## src/rtl/stream_demux_reg_if.sv

```systemverilog
// Handshake bundle for stream_demux_reg: one producer-side stream in,
// N independent valid/ready channels out (channel k at out[(k+1)*T-1 : k*T]).
interface stream_demux_reg_if #(
    parameter int S = 3,
    parameter int T = 8
);
    localparam int N = 1 << S;

    logic [T-1:0]   in;
    logic [S-1:0]   ctrl;
    logic           bcast;
    logic           in_valid;
    logic           in_ready;
    logic [N*T-1:0] out;
    logic [N-1:0]   out_valid;
    logic [N-1:0]   out_ready;
    logic           busy;

    // Environment view: drives the producer stream and the consumer readies.
    modport master (
        output in, ctrl, bcast, in_valid, out_ready,
        input  in_ready, out, out_valid, busy
    );

    // Demux view.
    modport slave (
        input  in, ctrl, bcast, in_valid, out_ready,
        output in_ready, out, out_valid, busy
    );
endinterface

```

## src/rtl/stream_demux_reg.sv

```systemverilog
// Registered stream demux: routes one T-bit word to channel ctrl (or to all
// 2^S channels on bcast) through a one-entry valid/ready register per channel.
module stream_demux_reg #(
    parameter int S = 3,
    parameter int T = 8
) (
    input logic               clk,
    input logic               rst_n,
    stream_demux_reg_if.slave bus
);
    localparam int N = 1 << S;

    logic [N-1:0]        valid_q;
    logic [N-1:0][T-1:0] data_q;
    logic [N-1:0]        free;
    logic [N-1:0]        sel;
    logic [N-1:0]        load;
    logic                accept;

    // A channel draining this cycle counts as free, so it can be refilled
    // on the same edge without a bubble.
    assign free = ~valid_q | bus.out_ready;

    always_comb begin
        // NOTE: every variable written here gets a default first; a path that
        // skipped an assignment would infer a latch.
        sel = '0;
        if (bus.bcast) begin
            sel = '1;
        end else begin
            sel[bus.ctrl] = 1'b1;
        end
    end

    // Broadcast is all-or-nothing; in_ready never looks at in_valid.
    assign bus.in_ready = bus.bcast ? &free : free[bus.ctrl];
    assign accept       = bus.in_valid & bus.in_ready;
    assign load         = accept ? sel : '0;

    for (genvar k = 0; k < N; k++) begin : g_ch
        logic         valid_r;
        logic [T-1:0] data_r;

        // NOTE: sequential state uses non-blocking assignments so every
        // register samples pre-edge values regardless of block order.
        always_ff @(posedge clk or negedge rst_n) begin
            if (!rst_n) begin
                valid_r <= 1'b0;
                // NOTE: the data register is reset too, because out must read
                // zero while rst_n is low, not just out_valid.
                data_r  <= '0;
            end else if (load[k]) begin
                valid_r <= 1'b1;
                data_r  <= bus.in;
            end else if (bus.out_ready[k]) begin
                valid_r <= 1'b0;
            end
        end

        assign valid_q[k] = valid_r;
        assign data_q[k]  = data_r;
    end

    assign bus.out       = data_q;
    assign bus.out_valid = valid_q;
    assign bus.busy      = |valid_q;
endmodule

```

## src/flat_wrapper.sv

```systemverilog
// flat-port wrapper written by rule: the top's interface ports become plain ports
module stream_demux_reg_flat 
#(
    parameter int S = 3,
    parameter int T = 8
)
  (clk, rst_n, bus_in, bus_ctrl, bus_bcast, bus_in_valid, bus_out_ready, bus_in_ready, bus_out, bus_out_valid, bus_busy);
  stream_demux_reg_if #(.S(S), .T(T)) bus_i ();
  input logic clk;
  input logic rst_n;
  input wire logic [$bits(bus_i.in)-1:0] bus_in;
  input wire logic [$bits(bus_i.ctrl)-1:0] bus_ctrl;
  input wire logic [$bits(bus_i.bcast)-1:0] bus_bcast;
  input wire logic [$bits(bus_i.in_valid)-1:0] bus_in_valid;
  input wire logic [$bits(bus_i.out_ready)-1:0] bus_out_ready;
  output wire logic [$bits(bus_i.in_ready)-1:0] bus_in_ready;
  output wire logic [$bits(bus_i.out)-1:0] bus_out;
  output wire logic [$bits(bus_i.out_valid)-1:0] bus_out_valid;
  output wire logic [$bits(bus_i.busy)-1:0] bus_busy;
  assign bus_i.in = bus_in;
  assign bus_i.ctrl = bus_ctrl;
  assign bus_i.bcast = bus_bcast;
  assign bus_i.in_valid = bus_in_valid;
  assign bus_i.out_ready = bus_out_ready;
  assign bus_in_ready = bus_i.in_ready;
  assign bus_out = bus_i.out;
  assign bus_out_valid = bus_i.out_valid;
  assign bus_busy = bus_i.busy;
  stream_demux_reg #(.S(S), .T(T)) u_core (.clk(clk), .rst_n(rst_n), .bus(bus_i));
endmodule
```

## config.mk

```make
export PLATFORM = sky130hd
export DESIGN_NAME = stream_demux_reg_flat
export DESIGN_NICKNAME = d
export VERILOG_FILES = /design/src/rtl/stream_demux_reg_if.sv /design/src/rtl/stream_demux_reg.sv /design/src/flat_wrapper.sv
export SDC_FILE = /design/constraint.sdc
export NUM_CORES = 1
export LEC_CHECK = 0
export ABC_CLOCK_PERIOD_IN_PS = 5100
export CORE_MARGIN = 10
export CORE_UTILIZATION = 53
export CTS_CLUSTER_DIAMETER = 50
export DETAILED_ROUTE_END_ITERATION = 8
export PLACE_DENSITY = 0.88
export SYNTH_ARGS = -nofsm -noshare
export SYNTH_HDL_FRONTEND = slang
export SYNTH_SLANG_ARGS = --single-unit
export TNS_END_PERCENT = 1
```

## constraint.sdc

```tcl
create_clock -name clk -period 5.1 [get_ports clk]
set_clock_uncertainty 0.15 [all_clocks]
set_input_delay 1.02 -clock clk [delete_from_list [all_inputs] [get_ports clk]]
set_output_delay 1.02 -clock clk [all_outputs]
set_load 0.005 [all_outputs]
```

==> flow_metrics.env <==
export IMPL_synth_yosys_seq_area_share_pct=48.98
export IMPL_cts_tree="done"
export IMPL_cpPeakStageDelay_ns=0.58
export IMPL_layout_commonest_cell="nand2_1"
export IMPL_root_buffer="clkbuf_8"
export IMPL_dp_hpwl_um=8263
export IMPL_rsz0062_at_grt="false"
export IMPL_slew_viol_final=0
export IMPL_setup_viol=0
export IMPL_hold_depth=1
export IMPL_setup_tns_ns=0
export IMPL_period_needed_ns=4.520
export IMPL_cp_cell_sequence="clkdlybuf4s50_1 > nand2b_1 > nand4_4 > or3_1 > a21bo_2 > clkdlybuf4s50_1"
export IMPL_grt_overflow=0
export IMPL_busiest_layer="met2"
export IMPL_final_net_count=489
export IMPL_path_clk_slew_ns=0.07
export IMPL_synth_seq_cells=72
export IMPL_synthAdderAreaFrac_pct=0
export IMPL_status="completed"
export IMPL_route_detailed_drc=0
export IMPL_insertedDiodeCount=0
export IMPL_numCtsBuffers=9
export IMPL_peakVddDrop_mv=0.2972
export IMPL_avgViaCountPerCell=6.220
export IMPL_tightestPinTransition_ns=0.9348
export IMPL_crit_cells=6
export IMPL_synth_largest_area_cell="dfrtp_1"
export IMPL_drive_gt1_share_pct=6.794
export IMPL_endpoint_kind="output port"
export IMPL_ys_warnings_count=0
export IMPL_synthCells=400
export IMPL_finalHoldViolations=0
export IMPL_period_share_pct=88.62
export IMPL_synth_xor_area_share_pct=0
export IMPL_critical_path_top_delay_family="simple AND/OR/NAND/NOR gates"
export IMPL_pwr_density_cell_mw_per_mm2=523.8
export IMPL_postCtsSetupRepairBufs=0
export IMPL_routedWlPerCell_um=20.82
export IMPL_h_tree_depth=3
export IMPL_synth_cell_types=42
export IMPL_num_io_pins=97
export IMPL_die_w_um=103.3
export IMPL_grt_pass1_vias=3407
export IMPL_worstSkewPairLatency_ns=0.35
export IMPL_use_met2_pct=34.28
export IMPL_synth_mux_area_share_pct=0.2721
export IMPL_ff2ff_path_depth=4
export IMPL_p_leak_nw=1.905
export IMPL_synthToLayoutAreaGrowth_pct=28.33
export IMPL_start_kind="input port"
export IMPL_design_core_area_mm2=0.006756
export IMPL_grt_pass1_wl_um=17780
export IMPL_gp_congestion=0.8947
export IMPL_cts_sinks=72
export IMPL_drtPass1Iterations=4
export IMPL_vias=3427
export IMPL_path_buf_inv=2
export IMPL_cp_slowest_cell="or3_1"
export IMPL_fmax_mhz=221.3
export IMPL_portBuffers=96
export IMPL_cpMostUsedCell="clkdlybuf4s50_1"
export IMPL_synth_top_area_share_pct=48.98
export IMPL_start_util_pct=54.44
export IMPL_syn_nets=423
export IMPL_yosys_area_share_simple_pct=26.46
export IMPL_synth_compound_area_share_pct=17.65
export IMPL_syn_area_per_cell_um2=9.196
export IMPL_maxCapViolations=0
export IMPL_dieHeight_um=103.3
export IMPL_antenna_found_initial=0
export IMPL_relSlewSlack_pct=37.20
export IMPL_cts_hold_buffers=0
export IMPL_worstPathArrival_ns=3.35
export IMPL_drt_iter0_markers=299
export IMPL_wl_um=11470
export IMPL_dieArea_mm2=0.01067
export IMPL_worst_ep_required_time_ns=3.93
export IMPL_rows=30
export IMPL_synth_area_leaders="dfrtp_1 49%, nand2_1 11%, o211ai_1 9.4%"
export IMPL_synth_area_mm2=0.003679
export IMPL_cp_max_fo=19
export IMPL_clockBufferDepth=2
export IMPL_post_dp_cell_area_mm2=0.004542
export IMPL_grt_max_degree=47
export IMPL_synth_top_family_by_area="simple AND/OR/NAND/NOR gates"
export IMPL_final_cell_area_mm2=0.004721
export IMPL_cts_resized=0
export IMPL_grt_util_met3_pct=5.847
export IMPL_mostFrequentLayoutCells="105 x nand2_1, 95 x clkdlybuf4s50_1, 72 x dfrtp_1"
export IMPL_postRouteAntennaNets=0
export IMPL_critPathKind="input port to output port"
export IMPL_grt_util_met1_pct=27.24
export IMPL_grt_use_total_pct=21.67
export IMPL_min_path_type="register to register"
## cell type report
type,count,area (um2)
Fill cell,497,2036
Clock inverter,6,41.29
Multi-Input combinational cell,279,1639
Clock buffer,10,137.6
Sequential cell,72,1802
Tap cell,80,100.1
Inverter,4,15.01
Timing Repair Buffer,100,985.9
## cells by family (layout without fill, tap and decap cells)
kind of cell	Yosys count	count (layout)
compound gates	82	82
buf+inv	49	120
flops	72	72
mux	1	1
simple gates	196	196
## where the power goes
group / switching [W] / leakage (nW) / internal (W)
registers: 0.000173 / 0.901 / 0.000832
logic: 0.000401 / 0.907 / 0.000649
clock network: 0.000226 / 0.0968 / 0.000192
## worst reg2reg max path: cells and delay by family, from the launching register on
| family | cells | cell delay, ns |
|---|---|---|
| DFF | 1 | 0.40 |
| AOI/OAI and AO/OA | 1 | 0.43 |
| and+or+nand+nor | 3 | 1.25 |
## cells in the mapped netlist (all sizes together)
master  number
inv          4
o21a         1
or4          8
nor4b        3
a31oi        1
nor2b        2
nand2      106
a21oi        3
a311o       18
o211ai      46
and4b        1
buf         25
and4bb       2
nand4        2
nor3b        1
and2        16
nor4bb       1
nor4        11
o21ai        1
dfrtp       72
o22ai        3
a21bo        1
a221oi       1
nor3         2
nor2        19
a22oi        7
nand3        9
clkbuf      20
or3          2
or2          1
mux2i        1
nand2b      10
## state kept, by name, indices dropped and copies added, names as in the netlist
| name | flops |
|---|---|
| u_core.g_ch.valid_r | 8 |
| u_core.g_ch.data_r | 64 |
## metrics by stage
stage	worst slack, ns	instances	hold slack [ns]	util, %	power, W
after global placement	0.6384	535	0.3659	67.22	0.002034
final	0.5805	551	0.3828	69.87	0.002473
after CTS	0.5785	551	0.3882	69.87	0.002484
after floorplan	1.832	400	0.3657	-	0.001382
after global routing	0.4522	551	0.3941	69.87	0.002614
after detailed placement	0.5852	535	0.3654	67.22	0.002067
## path summary, 6_finish.rpt
path	start	end	slack [ns]
worst max-delay path	bus_out_ready[3]	bus_in_ready	0.58
worst min-delay path	u_core.g_ch[0].data_r[0]	u_core.g_ch[0].data_r[0]	0.38
worst max register to register	u_core.g_ch[3].valid_r	u_core.g_ch[4].data_r[0]	2.76
worst min register to register	u_core.g_ch[0].data_r[0]	u_core.g_ch[0].data_r[0]	0.38
max in group asynchronous	rst_n	u_core.g_ch[4].data_r[1]	3.24
min in group asynchronous	rst_n	u_core.g_ch[7].data_r[3]	0.58
## metal layers
| metal | wire (um) | part of all wire (%) |
|---|---|---|
| met1 | 4772 | 42 |
| met2 | 5373 | 47 |
| met3 | 1064 | 9.3 |
| met4 | 262 | 2.3 |
| met5 | 0 | 0 |
(Power assumes the default switching activity.)
